==> config.mk <==
export PLATFORM = sky130hd
export DESIGN_NAME = chip8_sound_ctrl_flat
export DESIGN_NICKNAME = d
export VERILOG_FILES = /design/src/rtl/chip8_sound_ctrl_if.sv /design/src/rtl/chip8_sound_ctrl.sv /design/src/flat_wrapper.sv
export SDC_FILE = /design/constraint.sdc
export NUM_CORES = 1
export LEC_CHECK = 0
export ABC_CLOCK_PERIOD_IN_PS = 3400
export BUFFER_PORTS_ARGS = -buffer_cell sky130_fd_sc_hd__buf_2
export CAP_MARGIN = 20
export CORE_ASPECT_RATIO = 0.75
export CORE_MARGIN = 2
export CORE_UTILIZATION = 45
export DETAILED_ROUTE_END_ITERATION = 10
export PLACE_DENSITY = 0.61
export SYNTH_ARGS = -nofsm -noshare
export SYNTH_HDL_FRONTEND = slang
export SYNTH_SLANG_ARGS = --single-unit
==> constraint.sdc <==
create_clock -name clk_in -period 3.4 [get_ports clk_in]
set_input_delay 0 -clock clk_in [delete_from_list [all_inputs] [get_ports clk_in]]
set_output_delay 0 -clock clk_in [all_outputs]
set_load 0.02 [all_outputs]
==> src/rtl/chip8_sound_ctrl_if.sv <==
// rtl/chip8_sound_ctrl_if.sv - CPU/MMIO-side and audio-side signal bundle for chip8_sound_ctrl
interface chip8_sound_ctrl_if;
    logic       st_wr_in;
    logic [7:0] st_data_in;
    logic       pause_in;
    logic       cfg_wr_in;
    logic [1:0] cfg_addr_in;
    logic [9:0] cfg_data_in;
    logic [7:0] st_out;
    logic       tick_out;
    logic       active_out;
    logic [1:0] timbre_out;
    logic [9:0] tone_out;
    logic [7:0] vol_out;

    modport master (
        output st_wr_in, st_data_in, pause_in, cfg_wr_in, cfg_addr_in, cfg_data_in,
        input  st_out, tick_out, active_out, timbre_out, tone_out, vol_out
    );

    modport slave (
        input  st_wr_in, st_data_in, pause_in, cfg_wr_in, cfg_addr_in, cfg_data_in,
        output st_out, tick_out, active_out, timbre_out, tone_out, vol_out
    );
endinterface

==> src/rtl/chip8_sound_ctrl.sv <==
// rtl/chip8_sound_ctrl.sv - CHIP-8 sound timer, 60 Hz tick and attack/release envelope sequencer
module chip8_sound_ctrl #(
    parameter int         TICK_PERIOD = 1666667,
    parameter int         ENV_PERIOD  = 65536,
    parameter logic [9:0] TONE_RESET  = 10'd256
) (
    input  logic               clk_in,
    input  logic               rst_in,
    chip8_sound_ctrl_if.slave  bus
);
    localparam int TW = (TICK_PERIOD > 1) ? $clog2(TICK_PERIOD) : 1;
    localparam int EW = (ENV_PERIOD > 1) ? $clog2(ENV_PERIOD) : 1;
    localparam logic [TW-1:0] TICK_LAST = TW'(TICK_PERIOD - 1);
    localparam logic [TW-1:0] TICK_ONE  = TW'(1);
    localparam logic [EW-1:0] ENV_LAST  = EW'(ENV_PERIOD - 1);
    localparam logic [EW-1:0] ENV_ONE   = EW'(1);

    typedef enum logic [1:0] {
        S_IDLE    = 2'd0,
        S_ATTACK  = 2'd1,
        S_SUSTAIN = 2'd2,
        S_RELEASE = 2'd3
    } state_t;

    logic [TW-1:0] r_tick_cnt;
    logic          r_tick;
    logic [7:0]    r_st;

    logic [1:0]    r_timbre_stg;
    logic [9:0]    r_tone_stg;
    logic [2:0]    r_vol_tgt;
    logic          r_env_en;

    logic [1:0]    r_timbre_hold;
    logic [9:0]    r_tone_hold;

    state_t        r_state;
    logic [2:0]    r_level;
    logic [EW-1:0] r_env_cnt;

    state_t        w_state_nxt;
    logic [2:0]    w_level_nxt;
    logic [EW-1:0] w_env_cnt_nxt;

    logic          w_st_zero;
    logic          w_env_wrap;
    logic [EW-1:0] w_env_cnt_inc;
    logic          w_copy;
    logic [1:0]    w_timbre;
    logic [9:0]    w_tone;

    // Free-running 60 Hz divider; the pulse is registered so it lands one cycle after the terminal count
    always_ff @(posedge clk_in) begin
        if (rst_in) begin
            r_tick_cnt <= '0;
            r_tick     <= 1'b0;
        end else begin
            r_tick     <= (r_tick_cnt == TICK_LAST);
            r_tick_cnt <= (r_tick_cnt == TICK_LAST) ? '0 : r_tick_cnt + TICK_ONE;
        end
    end

    // Sound timer: a CPU load beats a coincident tick, and the count saturates at zero
    always_ff @(posedge clk_in) begin
        if (rst_in) begin
            r_st <= 8'd0;
        end else if (bus.st_wr_in) begin
            r_st <= bus.st_data_in;
        end else if (r_tick && !bus.pause_in && (r_st != 8'd0)) begin
            r_st <= r_st - 8'd1;
        end
    end

    // Configuration registers; tone and timbre are only staged here and released to the audio block later
    always_ff @(posedge clk_in) begin
        if (rst_in) begin
            r_timbre_stg <= 2'd0;
            r_tone_stg   <= TONE_RESET;
            r_vol_tgt    <= 3'd7;
            r_env_en     <= 1'b1;
        end else if (bus.cfg_wr_in) begin
            case (bus.cfg_addr_in)
                2'd0:    r_timbre_stg <= bus.cfg_data_in[1:0];
                2'd1:    r_tone_stg   <= bus.cfg_data_in;
                2'd2:    r_vol_tgt    <= bus.cfg_data_in[2:0];
                default: r_env_en     <= bus.cfg_data_in[0];
            endcase
        end
    end

    // Staged tone/timbre reach the audio block only on a tick boundary or while silent, so a
    // mid-note write never produces a partial-period glitch
    assign w_copy   = r_tick || (r_state == S_IDLE);
    assign w_timbre = w_copy ? r_timbre_stg : r_timbre_hold;
    assign w_tone   = w_copy ? r_tone_stg   : r_tone_hold;

    // Remember what was last presented so the outputs hold between copy points
    always_ff @(posedge clk_in) begin
        if (rst_in) begin
            r_timbre_hold <= 2'd0;
            r_tone_hold   <= TONE_RESET;
        end else begin
            r_timbre_hold <= w_timbre;
            r_tone_hold   <= w_tone;
        end
    end

    // Envelope state, level and step counter
    always_ff @(posedge clk_in) begin
        if (rst_in) begin
            r_state   <= S_IDLE;
            r_level   <= 3'd0;
            r_env_cnt <= '0;
        end else begin
            r_state   <= w_state_nxt;
            r_level   <= w_level_nxt;
            r_env_cnt <= w_env_cnt_nxt;
        end
    end

    assign w_st_zero     = (r_st == 8'd0);
    assign w_env_wrap    = (r_env_cnt == ENV_LAST);
    assign w_env_cnt_inc = w_env_wrap ? '0 : r_env_cnt + ENV_ONE;

    // Envelope next-state: linear ramp up to the target, hold, linear ramp down; env_en only matters at transitions
    always_comb begin
        w_state_nxt   = r_state;
        w_level_nxt   = r_level;
        w_env_cnt_nxt = r_env_cnt;
        case (r_state)
            S_IDLE: begin
                w_level_nxt   = 3'd0;
                w_env_cnt_nxt = '0;
                if (!w_st_zero) begin
                    if (r_env_en) begin
                        w_state_nxt = S_ATTACK;
                    end else begin
                        w_state_nxt = S_SUSTAIN;
                        w_level_nxt = r_vol_tgt;
                    end
                end
            end
            S_ATTACK: begin
                if (w_st_zero) begin
                    w_state_nxt   = S_RELEASE;
                    w_env_cnt_nxt = '0;
                end else if (r_level >= r_vol_tgt) begin
                    // Target may have been lowered below the ramp; snap to it rather than overshoot
                    w_state_nxt = S_SUSTAIN;
                    w_level_nxt = r_vol_tgt;
                end else begin
                    w_env_cnt_nxt = w_env_cnt_inc;
                    if (w_env_wrap) begin
                        w_level_nxt = r_level + 3'd1;
                    end
                end
            end
            S_SUSTAIN: begin
                w_level_nxt = r_vol_tgt;
                if (w_st_zero) begin
                    if (r_env_en) begin
                        w_state_nxt   = S_RELEASE;
                        w_env_cnt_nxt = '0;
                    end else begin
                        w_state_nxt = S_IDLE;
                        w_level_nxt = 3'd0;
                    end
                end
            end
            S_RELEASE: begin
                if (!w_st_zero) begin
                    // Reload mid-release ramps back up from wherever the level currently is
                    w_state_nxt   = S_ATTACK;
                    w_env_cnt_nxt = '0;
                end else if (r_level == 3'd0) begin
                    w_state_nxt = S_IDLE;
                end else begin
                    w_env_cnt_nxt = w_env_cnt_inc;
                    if (w_env_wrap) begin
                        w_level_nxt = r_level - 3'd1;
                    end
                end
            end
            default: begin
                w_state_nxt   = S_IDLE;
                w_level_nxt   = 3'd0;
                w_env_cnt_nxt = '0;
            end
        endcase
    end

    // Audio stays enabled even at level 0: volume 0 still leaks LSB noise, so only IDLE truly mutes
    assign bus.st_out     = r_st;
    assign bus.tick_out   = r_tick;
    assign bus.active_out = (r_state != S_IDLE);
    assign bus.timbre_out = w_timbre;
    assign bus.tone_out   = w_tone;
    assign bus.vol_out    = {5'd0, r_level};
endmodule

==> src/flat_wrapper.sv <==
// flat-port wrapper written by rule: the top's interface ports become plain ports
module chip8_sound_ctrl_flat 
#(
    parameter int         TICK_PERIOD = 1666667,
    parameter int         ENV_PERIOD  = 65536,
    parameter logic [9:0] TONE_RESET  = 10'd256
)
  (clk_in, rst_in, bus_st_wr_in, bus_st_data_in, bus_pause_in, bus_cfg_wr_in, bus_cfg_addr_in, bus_cfg_data_in, bus_st_out, bus_tick_out, bus_active_out, bus_timbre_out, bus_tone_out, bus_vol_out);
  chip8_sound_ctrl_if bus_i ();
  input  logic clk_in;
  input  logic rst_in;
  input wire logic [$bits(bus_i.st_wr_in)-1:0] bus_st_wr_in;
  input wire logic [$bits(bus_i.st_data_in)-1:0] bus_st_data_in;
  input wire logic [$bits(bus_i.pause_in)-1:0] bus_pause_in;
  input wire logic [$bits(bus_i.cfg_wr_in)-1:0] bus_cfg_wr_in;
  input wire logic [$bits(bus_i.cfg_addr_in)-1:0] bus_cfg_addr_in;
  input wire logic [$bits(bus_i.cfg_data_in)-1:0] bus_cfg_data_in;
  output wire logic [$bits(bus_i.st_out)-1:0] bus_st_out;
  output wire logic [$bits(bus_i.tick_out)-1:0] bus_tick_out;
  output wire logic [$bits(bus_i.active_out)-1:0] bus_active_out;
  output wire logic [$bits(bus_i.timbre_out)-1:0] bus_timbre_out;
  output wire logic [$bits(bus_i.tone_out)-1:0] bus_tone_out;
  output wire logic [$bits(bus_i.vol_out)-1:0] bus_vol_out;
  assign bus_i.st_wr_in = bus_st_wr_in;
  assign bus_i.st_data_in = bus_st_data_in;
  assign bus_i.pause_in = bus_pause_in;
  assign bus_i.cfg_wr_in = bus_cfg_wr_in;
  assign bus_i.cfg_addr_in = bus_cfg_addr_in;
  assign bus_i.cfg_data_in = bus_cfg_data_in;
  assign bus_st_out = bus_i.st_out;
  assign bus_tick_out = bus_i.tick_out;
  assign bus_active_out = bus_i.active_out;
  assign bus_timbre_out = bus_i.timbre_out;
  assign bus_tone_out = bus_i.tone_out;
  assign bus_vol_out = bus_i.vol_out;
  chip8_sound_ctrl #(.TICK_PERIOD(TICK_PERIOD), .ENV_PERIOD(ENV_PERIOD), .TONE_RESET(TONE_RESET)) u_core (.clk_in(clk_in), .rst_in(rst_in), .bus(bus_i));
endmodule
==> impl_results.md <==
* Reg clk slew, reported paths at 60 ps
* Vias per cell at 5.436
* Final Instance Area at 4827 sq um
* Routed wire length at 9124 um
* Hold Crit Class: input pin to flip-flop
* DRC Markers at 9
* I/O Pins at 55
* Peak supply drop at 0.4080 mV
* Critical Path RT at 3680 ps
* Share of the synthesized area in the top cell type at 39.52%
* Critical path buffers and inverters at 1
* Post-synthesis cell count at 444
* Sequential fraction of the synthesis area at 39.52%
* Vias at 3,392
* Starting Density at 46.73%
* Relative slew slack at 43.38%
* Final Max Slew Viols at 0
* Primary FF master, synth: dfxtp_1
* Fillers at 778
* Fin. Hold Viols at 0
* Pleak at 2.016 nW
* Count of different cell masters after synthesis at 64
* CP Depth at 7
* Worst slew pin tran at 849.3 ps
* Diode count at 0
* Failing checks: DRC
* Nets at 547
* Status: finished with violations
* Area Overhead vs Synth at 20.64%
* Clock Sinks at 79
* First-pass GRT wire length at 15,580 um
* Fraction of registers with async set/reset at 0%
* Rows at 29
* Top delay family on crit path: compound AO/OA/AOI/OAI gates
* Pin count of the biggest net entering global routing at 42
* Tcrit/Tclk final at 74.10%
* Final setup vio count at 0
* Vias in the first global route at 3,322
* Worst path cell trace: inv_1, ha_1, nor2b_1, o21ai_0, a2bb2oi_1, and2_1, mux2_2
* Synth area leaders: dfxtp_1 (40%), nor2_1 (4.4%), mux2i_1 (3.8%)
* Area occupied by multi-input gates at 2251 sq um
* Root Buffer: clkbuf_16
* H-tree Lvls at 3
* CP endpoint kind: flip-flop
* CTS tree: done
* Worst-Skew Late Latency at 340 ps
* Crit Path Category: flip-flop to flip-flop
* Die Span Y at 85.67 um
* Worst Path Max Fanout at 12
* Mapped cell area at 4001 sq um
* Startpoint types: flip-flop
* Setup TNS at 0 ps
* Pwr/cell area at 492.8 nW/um^2
* HPWL Detailed at 6339 um
* Yosys reg bits at 79
* Total GRT Usage at 20.01%
* Sequential cell area at 1582 sq um
* Port Buf Inserts at 49
* RSZ-0062 raised after global routing: false
* Most common cell after layout, fill and taps aside: dfxtp_1
* DP Area at 4295 sq um
* WL per Instance at 14.62 um
* Global route overflow at 0
* Number of antenna-violating nets in the routed design at 0
* Synth Area per Inst at 9.012 sq um
* Synth warn at 0
* Achievable Freq at 396.9 MHz
* Drt pass-1 iters at 7
* Worst path max stage delay at 500 ps
* Routability cong. at 0.8568
* Cell taking the most area after synthesis: dfxtp_1
* Max Root-Sink Buffers at 2
* Critical path data arrival time at 2800 ps
* Most frequent cells in the layout: dfxtp_1 (79), buf_2 (49), nor2_1 (47)
* Initial antenna violation count at 0
* Final setup skew at 7.960 ps
* Core ar. at 8563 sq um
* Die ar. at 9670 sq um
* Minimum clock period at 2519 ps
* Slowest CP cell: and2_1
* EDFF count, synth at 0
* Max Cap Viol at 0
* R2R depth at 7
* CTS Buf Count at 9
* Drt first-iter violations at 225
* WHS Path Cells at 4
* Share of layout cells above drive strength 1 at 18.02%
* Die span in x at 112.9 um
cells in the mapped netlist (8+ instances only):
library cell  count
nand2_1          34
nor2_1           47
a21oi_1          14
ha_1             10
mux2i_1          15
xor2_1           15
and3_1           10
nand4_1          12
nand3_1          17
nor3_1           10
o22ai_1           8
nor4_1            8
and2_1           14
mux2_2           13
xnor2_1          13
dfxtp_1          79
clkbuf_1         10
inv_1            18
o21ai_0          10
state kept, by name, summed over array words and instances (netlist names):
signal and count:
u_core.bus.tick_out 1, u_core.r_vol_tgt 3, u_core.r_timbre_stg 2, u_core.r_env_en 1, u_core.r_level 3, u_core.r_tone_stg 10
u_core.bus.st_out 8, u_core.r_state 2, u_core.r_tone_hold 10, u_core.r_env_cnt 16, u_core.r_tick_cnt 21, u_core.r_timbre_hold 2
logic make-up after synthesis:
| logic type | synth area share, % |
|---|---|
| adders and majority gates | 3.127 |
| DFF | 39.52 |
| AOI/OAI and AO/OA | 14.42 |
| muxes | 7.411 |
| xor gates and xnor gates | 6.129 |
| and+or+nand+nor | 24.70 |
| buffers and inverters | 4.596 |
| other | 0.09372 |
report_power, final:
group | total (mW) | leakage, nW | internal (mW) | switching, mW
clock network | 1.01 | 0.151 | 0.637 | 0.371
logic | 0.378 | 1.22 | 0.153 | 0.225
registers | 0.993 | 0.641 | 0.957 | 0.0362
total | 2.38 | 2.02 | 1.75 | 0.632
worst min-delay path, stage by stage:
cell and delay (ps):
buf_2 120, nand3_1 100, mux2i_1 80, nand2_1 60
path summary, 6_finish.rpt:
kind,startpoint,endpoint,slack (ps)
setup reg to reg,u_core.r_level[0],u_core.r_env_cnt[0],880
hold / removal,bus_cfg_addr_in[1],u_core.r_env_en,50
hold reg to reg,u_core.r_tone_stg[8],u_core.r_tone_stg[8],480
setup / recovery,u_core.r_level[0],u_core.r_env_cnt[0],880
per-layer routing:
metal | up-vias | part of all wire [%] | global-route usage, %
li1 | 1721 | - | -
met1 | 1586 | 51 | 27.76
met5 | - | 0 | 0
met2 | 75 | 43 | 30.83
met4 | 0 | 1.3 | 6.208
met3 | 10 | 5.1 | 5.159
through the flow:
step / util, % / instances / power (mW) / hold WS (ps) / setup WS (ps)
after CTS: 56.37 / 624 / 2.406 / 48.33 / 871.2
after detailed placement: 50.16 / 587 / 1.368 / 232.5 / 893.0
final: 56.37 / 624 / 2.379 / 46.13 / 880.7
after global placement: 50.16 / 587 / 1.363 / 220.6 / 999.3
after global routing: 56.37 / 624 / 2.488 / 91.67 / 624.0
after floorplan: - / 448 / 1.280 / 125.1 / 1107
layout make-up:
type / count / share of cell area, %
clock buffers: 9 / 4.666
clock inverters: 6 / 1.788
inverters: 18 / 1.400
multi-input cells: 331 / 46.63
flip-flops and latches: 79 / 32.76
well taps: 108 / 2.799
repair buffers: 73 / 9.953
timing repair:
| item | in CTS | in global routing |
|---|---|---|
| hold buffers | 22 | 0 |
| gates resized for setup | 0 | 0 |
| buffers inserted | 0 | 0 |
| endpoints found under the hold margin | 24 | 0 |
No activity file was read; power rests on OpenSTA's default activity.
